`config.mk`:
```
export PLATFORM = sky130hd
export DESIGN_NAME = frame_receiver
export DESIGN_NICKNAME = d
export VERILOG_FILES = /design/src/rtl/frame_receiver.sv
export SDC_FILE = /design/constraint.sdc
export NUM_CORES = 1
export LEC_CHECK = 0
export ABC_AREA = 1
export BUFFER_PORTS_ARGS = -buffer_cell sky130_fd_sc_hd__buf_4
export CORE_UTILIZATION = 40
export DETAILED_ROUTE_END_ITERATION = 10
export GPL_ROUTABILITY_DRIVEN = 0
export HOLD_SLACK_MARGIN = 0.02
export PLACE_DENSITY = 0.57
export SKIP_LAST_GASP = 1
export SYNTH_ARGS = -nofsm -noshare
export SYNTH_HDL_FRONTEND = slang
export SYNTH_SLANG_ARGS = --single-unit
```
`constraint.sdc`:
```
create_clock -name clk_9600 -period 2 [get_ports clk_9600]
set_clock_uncertainty 0.05 [all_clocks]
set_input_delay 0.3 -clock clk_9600 [delete_from_list [all_inputs] [get_ports clk_9600]]
set_output_delay 0.3 -clock clk_9600 [all_outputs]
set_load 0.005 [all_outputs]
```
`src/rtl/frame_receiver.sv`:
```
// Receives an 8-byte status frame: resynchronises on CR LF, checks the fixed bytes and latches good frames.
// Optional inter-byte timeout enabled by defining FRAME_TIMEOUT_EN.
module frame_receiver #(
    parameter int unsigned TIMEOUT_CYCLES = 64,
    parameter int unsigned CNT_W          = 8
) (
    input  logic             clk_9600,
    input  logic             reset,
    input  logic             rx_valid,
    input  logic [7:0]       rx_data,
    output logic [7:0]       speed,
    output logic [7:0]       distance,
    output logic             direction,
    output logic [1:0]       degree_class,
    output logic             frame_valid,
    output logic             frame_error,
    output logic [CNT_W-1:0] frame_count,
    output logic [CNT_W-1:0] error_count,
    output logic             synced,
    output logic [1:0]       state_dbg
);

    // rx_valid is a one-cycle strobe with no back-pressure: every strobed byte is consumed on that edge.
    typedef enum logic [1:0] {HUNT = 2'd0, GOT_CR = 2'd1, DATA = 2'd2} state_t;

    localparam logic [7:0] CR = 8'h0D;
    localparam logic [7:0] LF = 8'h0A;

    if (TIMEOUT_CYCLES < 1 || CNT_W < 1) begin : g_cfg_check
        $error("frame_receiver: TIMEOUT_CYCLES and CNT_W must be at least 1");
    end

    state_t           state, state_n;
    logic [2:0]       idx, idx_n;
    logic [7:0]       sh_speed, sh_speed_n, sh_dist, sh_dist_n;
    logic             sh_dir, sh_dir_n;
    logic [1:0]       sh_deg, sh_deg_n;
    logic [7:0]       speed_n, distance_n;
    logic             direction_n, fv_n, fe_n, byte_ok, abort;
    logic [1:0]       degree_n;
    logic [CNT_W-1:0] fc_n, ec_n;

`ifdef FRAME_TIMEOUT_EN
    localparam int unsigned TMO_W = $clog2(TIMEOUT_CYCLES + 1);
    logic [TMO_W-1:0] tmo_cnt, tmo_cnt_n;
`endif

    always_comb begin
        byte_ok = 1'b0;
        case (idx)
            3'd0, 3'd1:       byte_ok = 1'b1;
            3'd2:             byte_ok = !rx_data[7] && (rx_data[3:0] == 4'hA);
            3'd3, 3'd4, 3'd5: byte_ok = (rx_data == 8'h00);
            3'd6:             byte_ok = (rx_data == CR);
            default:          byte_ok = (rx_data == LF);
        endcase
    end

    always_comb begin
        state_n     = state;
        idx_n       = idx;
        sh_speed_n  = sh_speed;
        sh_dist_n   = sh_dist;
        sh_dir_n    = sh_dir;
        sh_deg_n    = sh_deg;
        speed_n     = speed;
        distance_n  = distance;
        direction_n = direction;
        degree_n    = degree_class;
        fv_n        = 1'b0;
        fe_n        = 1'b0;
        fc_n        = frame_count;
        ec_n        = error_count;
        abort       = 1'b0;
`ifdef FRAME_TIMEOUT_EN
        tmo_cnt_n   = '0;
`endif
        case (state)
            HUNT: begin
                if (rx_valid && rx_data == CR) state_n = GOT_CR;
            end
            GOT_CR: begin
                if (rx_valid) begin
                    if (rx_data == LF) begin
                        state_n = DATA;
                        idx_n   = 3'd0;
                    end else if (rx_data != CR) begin
                        state_n = HUNT;
                    end
                end
            end
            DATA: begin
                if (rx_valid) begin
                    if (byte_ok) begin
                        case (idx)
                            3'd0:    sh_speed_n = rx_data;
                            3'd1:    sh_dist_n  = rx_data;
                            3'd2: begin
                                sh_dir_n = rx_data[6];
                                sh_deg_n = rx_data[5:4];
                            end
                            default: ;
                        endcase
                        if (idx == 3'd7) begin
                            // The trailing LF also serves as the sync for the next frame.
                            speed_n     = sh_speed;
                            distance_n  = sh_dist;
                            direction_n = sh_dir;
                            degree_n    = sh_deg;
                            fv_n        = 1'b1;
                            fc_n        = frame_count + 1'b1;
                            idx_n       = 3'd0;
                        end else begin
                            idx_n = idx + 3'd1;
                        end
                    end else begin
                        abort   = 1'b1;
                        state_n = (rx_data == CR) ? GOT_CR : HUNT;
                    end
                end
`ifdef FRAME_TIMEOUT_EN
                else if (idx != 3'd0) begin
                    if (tmo_cnt == TMO_W'(TIMEOUT_CYCLES - 1)) begin
                        abort   = 1'b1;
                        state_n = HUNT;
                    end else begin
                        tmo_cnt_n = tmo_cnt + 1'b1;
                    end
                end
`endif
            end
            default: state_n = HUNT;
        endcase
        if (abort) begin
            fe_n       = 1'b1;
            idx_n      = 3'd0;
            sh_speed_n = 8'h00;
            sh_dist_n  = 8'h00;
            sh_dir_n   = 1'b0;
            sh_deg_n   = 2'd0;
            if (error_count != {CNT_W{1'b1}}) ec_n = error_count + 1'b1;
        end
    end

    always_ff @(posedge clk_9600) begin
        if (reset) begin
            state        <= HUNT;
            idx          <= 3'd0;
            sh_speed     <= 8'h00;
            sh_dist      <= 8'h00;
            sh_dir       <= 1'b0;
            sh_deg       <= 2'd0;
            speed        <= 8'h00;
            distance     <= 8'h00;
            direction    <= 1'b0;
            degree_class <= 2'd0;
            frame_valid  <= 1'b0;
            frame_error  <= 1'b0;
            frame_count  <= '0;
            error_count  <= '0;
`ifdef FRAME_TIMEOUT_EN
            tmo_cnt      <= '0;
`endif
        end else begin
            state        <= state_n;
            idx          <= idx_n;
            sh_speed     <= sh_speed_n;
            sh_dist      <= sh_dist_n;
            sh_dir       <= sh_dir_n;
            sh_deg       <= sh_deg_n;
            speed        <= speed_n;
            distance     <= distance_n;
            direction    <= direction_n;
            degree_class <= degree_n;
            frame_valid  <= fv_n;
            frame_error  <= fe_n;
            frame_count  <= fc_n;
            error_count  <= ec_n;
`ifdef FRAME_TIMEOUT_EN
            tmo_cnt      <= tmo_cnt_n;
`endif
        end
    end

    assign synced    = (state == DATA);
    assign state_dbg = state;

endmodule

```
Yosys cells after proc, flatten, opt, wreduce, memory -nomap -nowiden. Index checks and enable logic that the tools add are counted.

Register bits: 61. Latch bits: 0. Bits in writable memories: 0. ROM bits: 0. Input bits: 11. Output and inout bits: 40. Word-level logic and storage cells: 79. Memories kept: 0.

$add $sub $neg: 3. $mul: 0. Divide/modulo/power cells: 0. $lt $le $gt $ge: 0. Equal/unequal tests: 21. Shift-type cells: 0. Mux-type cells: 20. Bitwise operators: 3. Reduce and logical (&&, ||, !) cells: 18.

Operators with widths (number): adder 8 x 1 -> 8 bit, second input constant (2); == test 8 x 4 -> 1 bit, second input constant (2); AND reduction 4 bit (4); two-way mux 3 bit (5); == test 3 bit, second input constant (4); two-way mux 2 bit (6); != test 2 bit, second input constant (5); AND reduction 5 bit (2); zero test 8 bit (1); != test 8 x 4 -> 1 bit, second input constant (1); != test 8 bit, second input constant (1); == test 3 x 2 -> 1 bit, second input constant (2); two-way mux 1 bit (6); case mux 2 bit (3 select lines) (1); case mux 3 bit (2 select lines) (1); == test 4 bit, second input constant (1); case mux 1 bit (4 select lines) (1); OR reduction 2 bit (2); OR reduction 4 bit (1); adder 3 x 1 -> 3 bit, second input constant (1); == test 3 x 1 -> 1 bit, second input constant (1); zero test 3 bit (1); != test 3 bit, second input constant (1); NOT 1 bit (3); other kinds (9) (10).

Longest topological paths before layout. Gate-level depths: netlist (run 1).

Word-level depth: 7. Mapped depth: 15.

Worst setup path before layout (run 1). OpenSTA, ideal clock, no wires.

Path kind: flip-flop to flip-flop. Start: register idx[0]. End: register sh_dist[0]. Setup time: 113 ps. Arrival time: 1636 ps. Setup slack: 201 ps. Stages on the path, launching flop included: 14. Period minus slack after synthesis: 1799 ps. Cell sequence: dfxtp_1 inv_1 ha_1 nand2_1 nand3_2 nor2_2 nor2_2 nand2_2 nand2_4 inv_8 nand3_4 buf_6 nor2_1 nor2_1.

Word-level cells in the longest chain between the ends: 7.

Ends and longest elaborated chain: start: declaration (line 34) `logic [2:0] idx, idx_n;`; start signal: assignment (line 166) `idx <= idx_n;`; == test 3 x 2 -> 1 bit, or another cell as far along (line 50) `case (idx)`; OR reduction 3 bit / OR reduction 2 bit (equally long branches) (line 50); case mux 1 bit (4 select lines) (line 50); two-way mux 1 bit (line 94) `if (byte_ok) begin`; two-way mux 1 bit (line 93) `if (rx_valid) begin`; two-way mux 1 bit (line 78) `case (state)`; OR reduction 2 bit (no source line); end signal: assignment (line 168) `sh_dist <= sh_dist_n;`; end: declaration (line 35) `logic [7:0] sh_speed, sh_speed_n, sh_dist, sh_dist_n;`.

Parallel ways exist; a longest one is shown, timed or not. A chain may end at the register's enable or synchronous reset.

Worst setup path in the final report (run 1).
Start: register idx[0]. End: register sh_dist[1].

The elaborated chain is that of the path after synthesis.

==> results_dict.tcl, run 1 <==
set metrics [dict create \
    status "completed" \
    reg2reg_depth 15 \
    drt_pre_antenna_iters 4 \
    coreArea_sq_um 7210 \
    synth_nets 431 \
    worstPathRequired_ns 2.19 \
    post-place-ws_ns 0.0758 \
    synth-seq-cells 61 \
    grt_pass1_wl_microns 10800 \
    hp-start "rx_data[4]" \
    period_share 0.932 \
    worst_pin_slew_ns 0.601 \
    die_width_microns 88.2 \
    whs_path_depth 3 \
    via_per_inst 4.77 \
    synth_edf_count 0 \
    grt.total_usage 0.183 \
    wl_microns 6810 \
    avgSynthCellArea_sq_um 7.20 \
    synth_cells 413 \
    clk_pin_slew_ns 0.07 \
    startpoint_type "flop" \
    tns_ns 0 \
    crit_fanout 8 \
    wl_per_cell_microns 11.9 \
    slew_violations 0 \
    grt_start_max_net_pins 38 \
    powerDensity_nw_per_um2 1040 \
    synthArstFlopShare 0 \
    drc 0 \
    start_util 0.412 \
    cts_tree "built" \
    grt_pass1_vias 2318 \
    cts_num_sinks 61 \
    rr_startpoint "idx[0]" \
    root_buffer "clkbuf_8" \
    overflow 0 \
    die_y_microns 88.2 \
    synthToLayoutAreaGrowth_pct 26.4 \
    rows 31 \
    drive_gt1_frac 0.217 \
    synth_cell_types 32 \
    antennaDiodeCount 0 \
    min_to "sh_dist[4]" \
    crit_path_end_kind "flop" \
    numPortBuffers 50 \
    setup_viol 0 \
    antenna_found_initial 0 \
    dpl.hpwl_microns 4560 \
    arrival_ns 2.05 \
    rsz0062_at_grt "true" \
    insertion_delay_ns 0.34 \
    ys.flop_type "dfxtp_1" \
    worst-setup-path-type "flop to flop" \
    mostFrequentLayoutCell "nand2_1" \
    ys_warn_count 0 \
    fin_crit_ns 1.86 \
    peakVddDrop_mv 0.470 \
    syn_area_sq_um 2970 \
    vias 2739 \
    clock_path_buffers 2 \
    setup_ws_ns 0.135 \
    drt-initial-drc-count 113 \
    reg2reg_slack_ns 0.14 \
    ios 51 \
    ant_nets 0 \
    p_leak_nw 1.62 \
    rr_endpoint "sh_dist[1]" \
    htreeDepth 3 \
    dieArea_sq_um 7780 \
    fin_nets 488 \
    timing.fmax_ghz 0.536 \
    hold_violations 0 \
    ctsHoldBuffers 0 \
    numCtsBuffers 9 \
    min_path_type "input pin to flop" \
    maxCapViolCount 0 \
    yosysSeqAreaShare 0.411 \
    layout_common_cells "nand2_1 (100), dfxtp_1 (59), buf_4 (58)" \
    relSlewSlack 0.598 \
]
## metrics by stage
stage,total power (W),area [sq um],hold slack [ns],cells,util
2_1_floorplan,0.00214,2970,0.385,413,-
3_3_place_gp,0.00242,3450,0.399,553,0.478
3_5_place_dp,0.00243,3450,0.406,553,0.478
4_1_cts,0.00377,3690,0.175,569,0.511
5_1_grt,0.00413,3750,0.174,574,0.520
6_report,0.00389,3750,0.182,574,0.520
## final cells by class
cell class	instances	area [sq um]
fillers	772	3460
multi-input cells	295	1500
flip-flops and latches	61	1230
repair buffers	61	495
inverters	42	170
clock buffers	12	145
well taps	99	124
clock inverters	4	95.1
## critical path, stage by stage, from the launching register on
cell and delay, ns:
dfxtp_4 0.36, inv_2 0.05, ha_1 0.20, nand2_1 0.08, nand3_2 0.09, nand2_1 0.07
nand2_1 0.07, inv_2 0.05, nand2_2 0.06, nand2_4 0.13, clkinv_8 0.10, buf_4 0.15
nand3_4 0.13, nand2_1 0.07, nand2_1 0.06, nor2_1 0.03
## how the worst max path moves through the flow
stage | startpoint | endpoint | slack [ns]
floorplan | idx[0] | sh_dist[0] | 0.20
detailed placement | idx[0] | distance[2] | 0.08
finish | idx[0] | sh_dist[1] | 0.14
CTS | idx[0] | sh_deg[0] | 0.06
global placement | idx[0] | sh_deg[1] | 0.12
global route | idx[0] | sh_dist[4] | -0.006
## report_power, final
part           switching [W]  internal [W]
Clock               0.000471      0.000861
Combinational       0.000740      0.000470
Sequential         0.0000600       0.00128
Total                0.00127       0.00262
## synth_stat cells, types with 2 or more instances
| library cell | n | area share |
|---|---|---|
| nor3_1 | 2 | 0.0034 |
| o21ai_0 | 4 | 0.0067 |
| a21oi_1 | 39 | 0.066 |
| inv_1 | 38 | 0.048 |
| nand3_4 | 2 | 0.012 |
| nand2_1 | 100 | 0.13 |
| xor2_1 | 7 | 0.021 |
| clkbuf_1 | 4 | 0.0051 |
| buf_2 | 2 | 0.0034 |
| nand3_2 | 2 | 0.0067 |
| nor2_2 | 4 | 0.0084 |
| buf_4 | 6 | 0.015 |
| inv_2 | 2 | 0.0025 |
| buf_6 | 4 | 0.015 |
| a21boi_0 | 2 | 0.0051 |
| nand2_4 | 2 | 0.0076 |
| nor2_1 | 55 | 0.069 |
| ha_1 | 7 | 0.029 |
| xnor2_1 | 3 | 0.0088 |
| nand2_2 | 6 | 0.013 |
| nand3_1 | 45 | 0.076 |
| dfxtp_1 | 61 | 0.41 |
| nand4_1 | 7 | 0.015 |
## repair_timing
item | 4_1_cts | 5_1_grt
endpoints found under the setup margin | 0 | 49
setup buffers | 0 | 4
hold endpoints to repair | 0 | 0
gates resized for setup | 0 | 13
## kinds of logic after synthesis
| logic type | synth area share |
|---|---|
| buffers and inverters | 0.0943 |
| AOI/OAI and AO/OA | 0.0926 |
| DFF | 0.411 |
| xor gates and xnor gates | 0.0295 |
| adders and majority gates | 0.0295 |
| and+or+nand+nor | 0.343 |
## metal layers
layer | global-route usage | wire length (microns) | vias to the layer above
li1 | - | - | 1441
met1 | 0.245 | 3390 | 1245
met2 | 0.278 | 3070 | 45
met3 | 0.0566 | 262 | 8
met4 | 0.0616 | 90 | 0
met5 | 0 | 0 | -
## flip-flops by register name, indices dropped and copies added, names as in the netlist
name          count
direction         1
frame_error       1
frame_count       8
sh_speed          8
frame_valid       1
sh_dist           8
error_count       8
sh_deg            2
idx               3
sh_dir            1
distance          8
speed             8
degree_class      2
state_dbg         2
Power figures use the tool's default switching activity.
==> run 2, diff against run 1 <==
--- a/config.mk
+++ b/config.mk
@@ -5,14 +5,16 @@
 export SDC_FILE = /design/constraint.sdc
 export NUM_CORES = 1
 export LEC_CHECK = 0
-export ABC_AREA = 1
 export BUFFER_PORTS_ARGS = -buffer_cell sky130_fd_sc_hd__buf_4
-export CORE_UTILIZATION = 40
+export CELL_PAD_IN_SITES_DETAIL_PLACEMENT = 1
+export CELL_PAD_IN_SITES_GLOBAL_PLACEMENT = 2
+export CORE_UTILIZATION = 33
 export DETAILED_ROUTE_END_ITERATION = 10
 export GPL_ROUTABILITY_DRIVEN = 0
 export HOLD_SLACK_MARGIN = 0.02
-export PLACE_DENSITY = 0.57
+export PLACE_DENSITY = 0.75
 export SKIP_LAST_GASP = 1
 export SYNTH_ARGS = -nofsm -noshare
 export SYNTH_HDL_FRONTEND = slang
 export SYNTH_SLANG_ARGS = --single-unit
+export TNS_END_PERCENT = 100
==> run 2 against run 1 <==
First-iteration DRC count is 43% lower. Fmax is 21% lower. Utilization is 0.18 points higher. Final cell count is 5.7% lower. The flow now finishes with violations (negative setup slack). Sequential power is 9.7% lower. Routed wire length is 33% higher. Clock power is 25% lower. Setup slack worse by 0.49 ns. Via count hardly changed. Non-clock buffer count is 57 higher. Register-to-register slack worse by 0.49 ns. Critical endpoint is now sh_speed[7]. Power is 40% lower.
==> results_dict.tcl, run 2 <==
set metrics [dict create \
    cts_tree "built" \
    synthArstFlopShare 0 \
    crit_path_end_kind "flop" \
    syn_area_sq_um 2810 \
    ys_top_cells_by_area "dfxtp_1 (44%), mux2i_1 (7.1%), a21oi_1 (6.8%), nand2_1 (6.7%), nor2_1 (3.9%)" \
    synth_edf_count 0 \
    seq_area_sq_um 1230 \
    slew_violations 0 \
    fin_crit_ns 2.35 \
    drc 0 \
    min_path_type "input pin to flop" \
    maxCapViolCount 0 \
    p_leak_nw 1.59 \
    numCtsBuffers 9 \
    wl_per_cell_microns 16.7 \
    drive_gt1_frac 0.431 \
    die_width_microns 94.2 \
    wl_microns 9020 \
    rows 33 \
    synth_cells 315 \
    multiInputGateArea_sq_um 1710 \
    rr_startpoint "idx[1]" \
    grt_pass1_wl_microns 14100 \
    dpl.hpwl_microns 6070 \
    setup_ws_ns -0.355 \
    ant_nets 0 \
    arrival_ns 2.58 \
    rsz0062_at_grt "true" \
    htreeDepth 3 \
    clock_path_buffers 2 \
    startpoint_type "flop" \
    crit_path_start "idx[1]" \
    grt_pass1_vias 2814 \
    ios 51 \
    numPortBuffers 50 \
    clk_pin_slew_ns 0.07 \
    fillers 992 \
    period_share 1.18 \
    insertion_delay_ns 0.34 \
    seq_power_share 0.521 \
    worst_pin_slew_ns 0.484 \
    synthToLayoutAreaGrowth_pct 53.0 \
    worstPathRequired_ns 2.23 \
    synth_area_leader_cell "dfxtp_1" \
    crit_fanout 5 \
    drt_pre_antenna_iters 4 \
    layout_common_cells "buf_4 (99), dfxtp_1 (58), nand2_1 (49)" \
    yosys.cell_count.top_type "dfxtp_1" \
    antennaDiodeCount 0 \
    dieArea_sq_um 8870 \
    via_per_inst 5.06 \
    power_frac_comb 0.049 \
    root_buffer "clkbuf_8" \
    numPlacedInstances 513 \
    hp-start "rx_data[6]" \
    post-place-ws_ns -0.399 \
    peakVddDrop_mv 0.332 \
    drt-initial-drc-count 64 \
    fin_hold_ws_ns 0.285 \
    p_switching_w 0.000552 \
    mostFrequentLayoutCell "buf_4" \
    ys.flop_type "dfxtp_1" \
    power_frac_clock 0.431 \
    overflow 0 \
    cts_num_sinks 61 \
    timing.fmax_ghz 0.425 \
    die_y_microns 94.2 \
    start_util 0.341 \
    stdcell_area_sq_um 4290 \
    synth_common_cells "dfxtp_1 (61), nand2_1 (50), a21oi_1 (38)" \
    avgSynthCellArea_sq_um 8.91 \
    synth_nets 333 \
    synth-seq-cells 61 \
    reg2reg_slack_ns -0.35 \
    fin_nets 449 \
    dpl_cell_area_sq_um 3830 \
    ys_warn_count 0 \
    yosysSeqAreaShare 0.435 \
    yosysTopAreaCellShare 0.435 \
    coreArea_sq_um 8220 \
    internal-power_w 0.00178 \
    instances_no_fill 541 \
    min_to "sh_dist[6]" \
    grt.total_usage 0.210 \
    antenna_found_initial 0 \
    vias 2737 \
    reg2reg_depth 9 \
    worst-setup-path-type "flop to flop" \
    relSlewSlack 0.678 \
    hold_violations 0 \
    status "finished with violations" \
    powerDensity_nw_per_um2 543 \
    grt_start_max_net_pins 40 \
    whs_path_depth 4 \
    setup_viol 60 \
    rr_endpoint "sh_speed[7]" \
    synth_cell_types 49 \
    violations "negative setup slack" \
    p_sw_frac 0.237 \
]
run 2: how the worst max path moves through the flow:
stage / endpoint / slack [ns] / cells after the start
after global placement: frame_count[0] / -0.37 / 11
after global routing: sh_speed[7] / -0.41 / 9
final: sh_speed[7] / -0.35 / 9
after detailed placement: frame_count[5] / -0.40 / 8
after floorplan: sh_deg[1] / -0.20 / 6
after CTS: sh_dist[0] / -0.32 / 9
run 2: power by group through the flow:
stage / logic (W) / registers (W) / clock network [W]
6_report: 0.000113 / 0.00121 / 0.00100
5_1_grt: 0.000120 / 0.00121 / 0.00109
4_1_cts: 0.000101 / 0.00121 / 0.00104
3_5_place_dp: 0.0000994 / 0.00124 / 0
3_3_place_gp: 0.0000988 / 0.00124 / 0
2_1_floorplan: 0.0000287 / 0.00124 / 0
run 2: what timing repair did:
action                                  CTS  global route
cloned                                    1             2
endpoints found under the hold margin     0             0
buffers inserted                          9             5
resized for setup                        29            20
hold buffers                              0             0
endpoints found under the setup margin   60            60
pin swaps                                18            14
run 2: metrics by stage:
step           total power [W]  utilization  TNS (ns)
6_report               0.00233        0.522    -14.14
5_1_grt                0.00242        0.522    -19.63
4_1_cts                0.00235        0.507    -14.20
3_5_place_dp           0.00134        0.466    -16.84
3_3_place_gp           0.00134        0.466    -17.41
2_1_floorplan          0.00127            -     -6.00
run 2: cells by family (layout without fill, tap and decap cells):
family / after synthesis / in the layout / share of synthesized area
DFF: 61 / 61 / 0.435
adders and majority gates: 7 / 7 / 0.0312
muxes: 20 / 20 / 0.0714
buffers and inverters: 22 / 143 / 0.0401
xor gates and xnor gates: 2 / 2 / 0.00625
AOI/OAI and AO/OA: 75 / 75 / 0.186
and+or+nand+nor: 128 / 128 / 0.230
run 2: area by class of cell:
class / count / share of cell area
multi-input combinational: 232 / 0.398
tap: 105 / 0.0306
sequential: 61 / 0.287
timing repair buffer: 118 / 0.235
clock buffer: 12 / 0.0362
clock inverter: 4 / 0.00496
inverter: 9 / 0.00904
run 2: worst max-delay path: stages, from the launching register on:
cell and delay [ns]:
dfxtp_4 0.39, inv_4 0.05, ha_4 0.16, or4b_4 0.58, nand3_4 0.10, a2111oi_4 0.05
buf_4 0.16, or3_4 0.43, clkbuf_16 0.19, nor2_1 0.11
run 2: metal layers:
metal	vias to the layer above	global-route usage	part of all wire
li1	1353	-	-
met4	0	0.0846	0.014
met1	1331	0.244	0.43
met3	12	0.0324	0.025
met2	41	0.380	0.53
met5	-	0	0
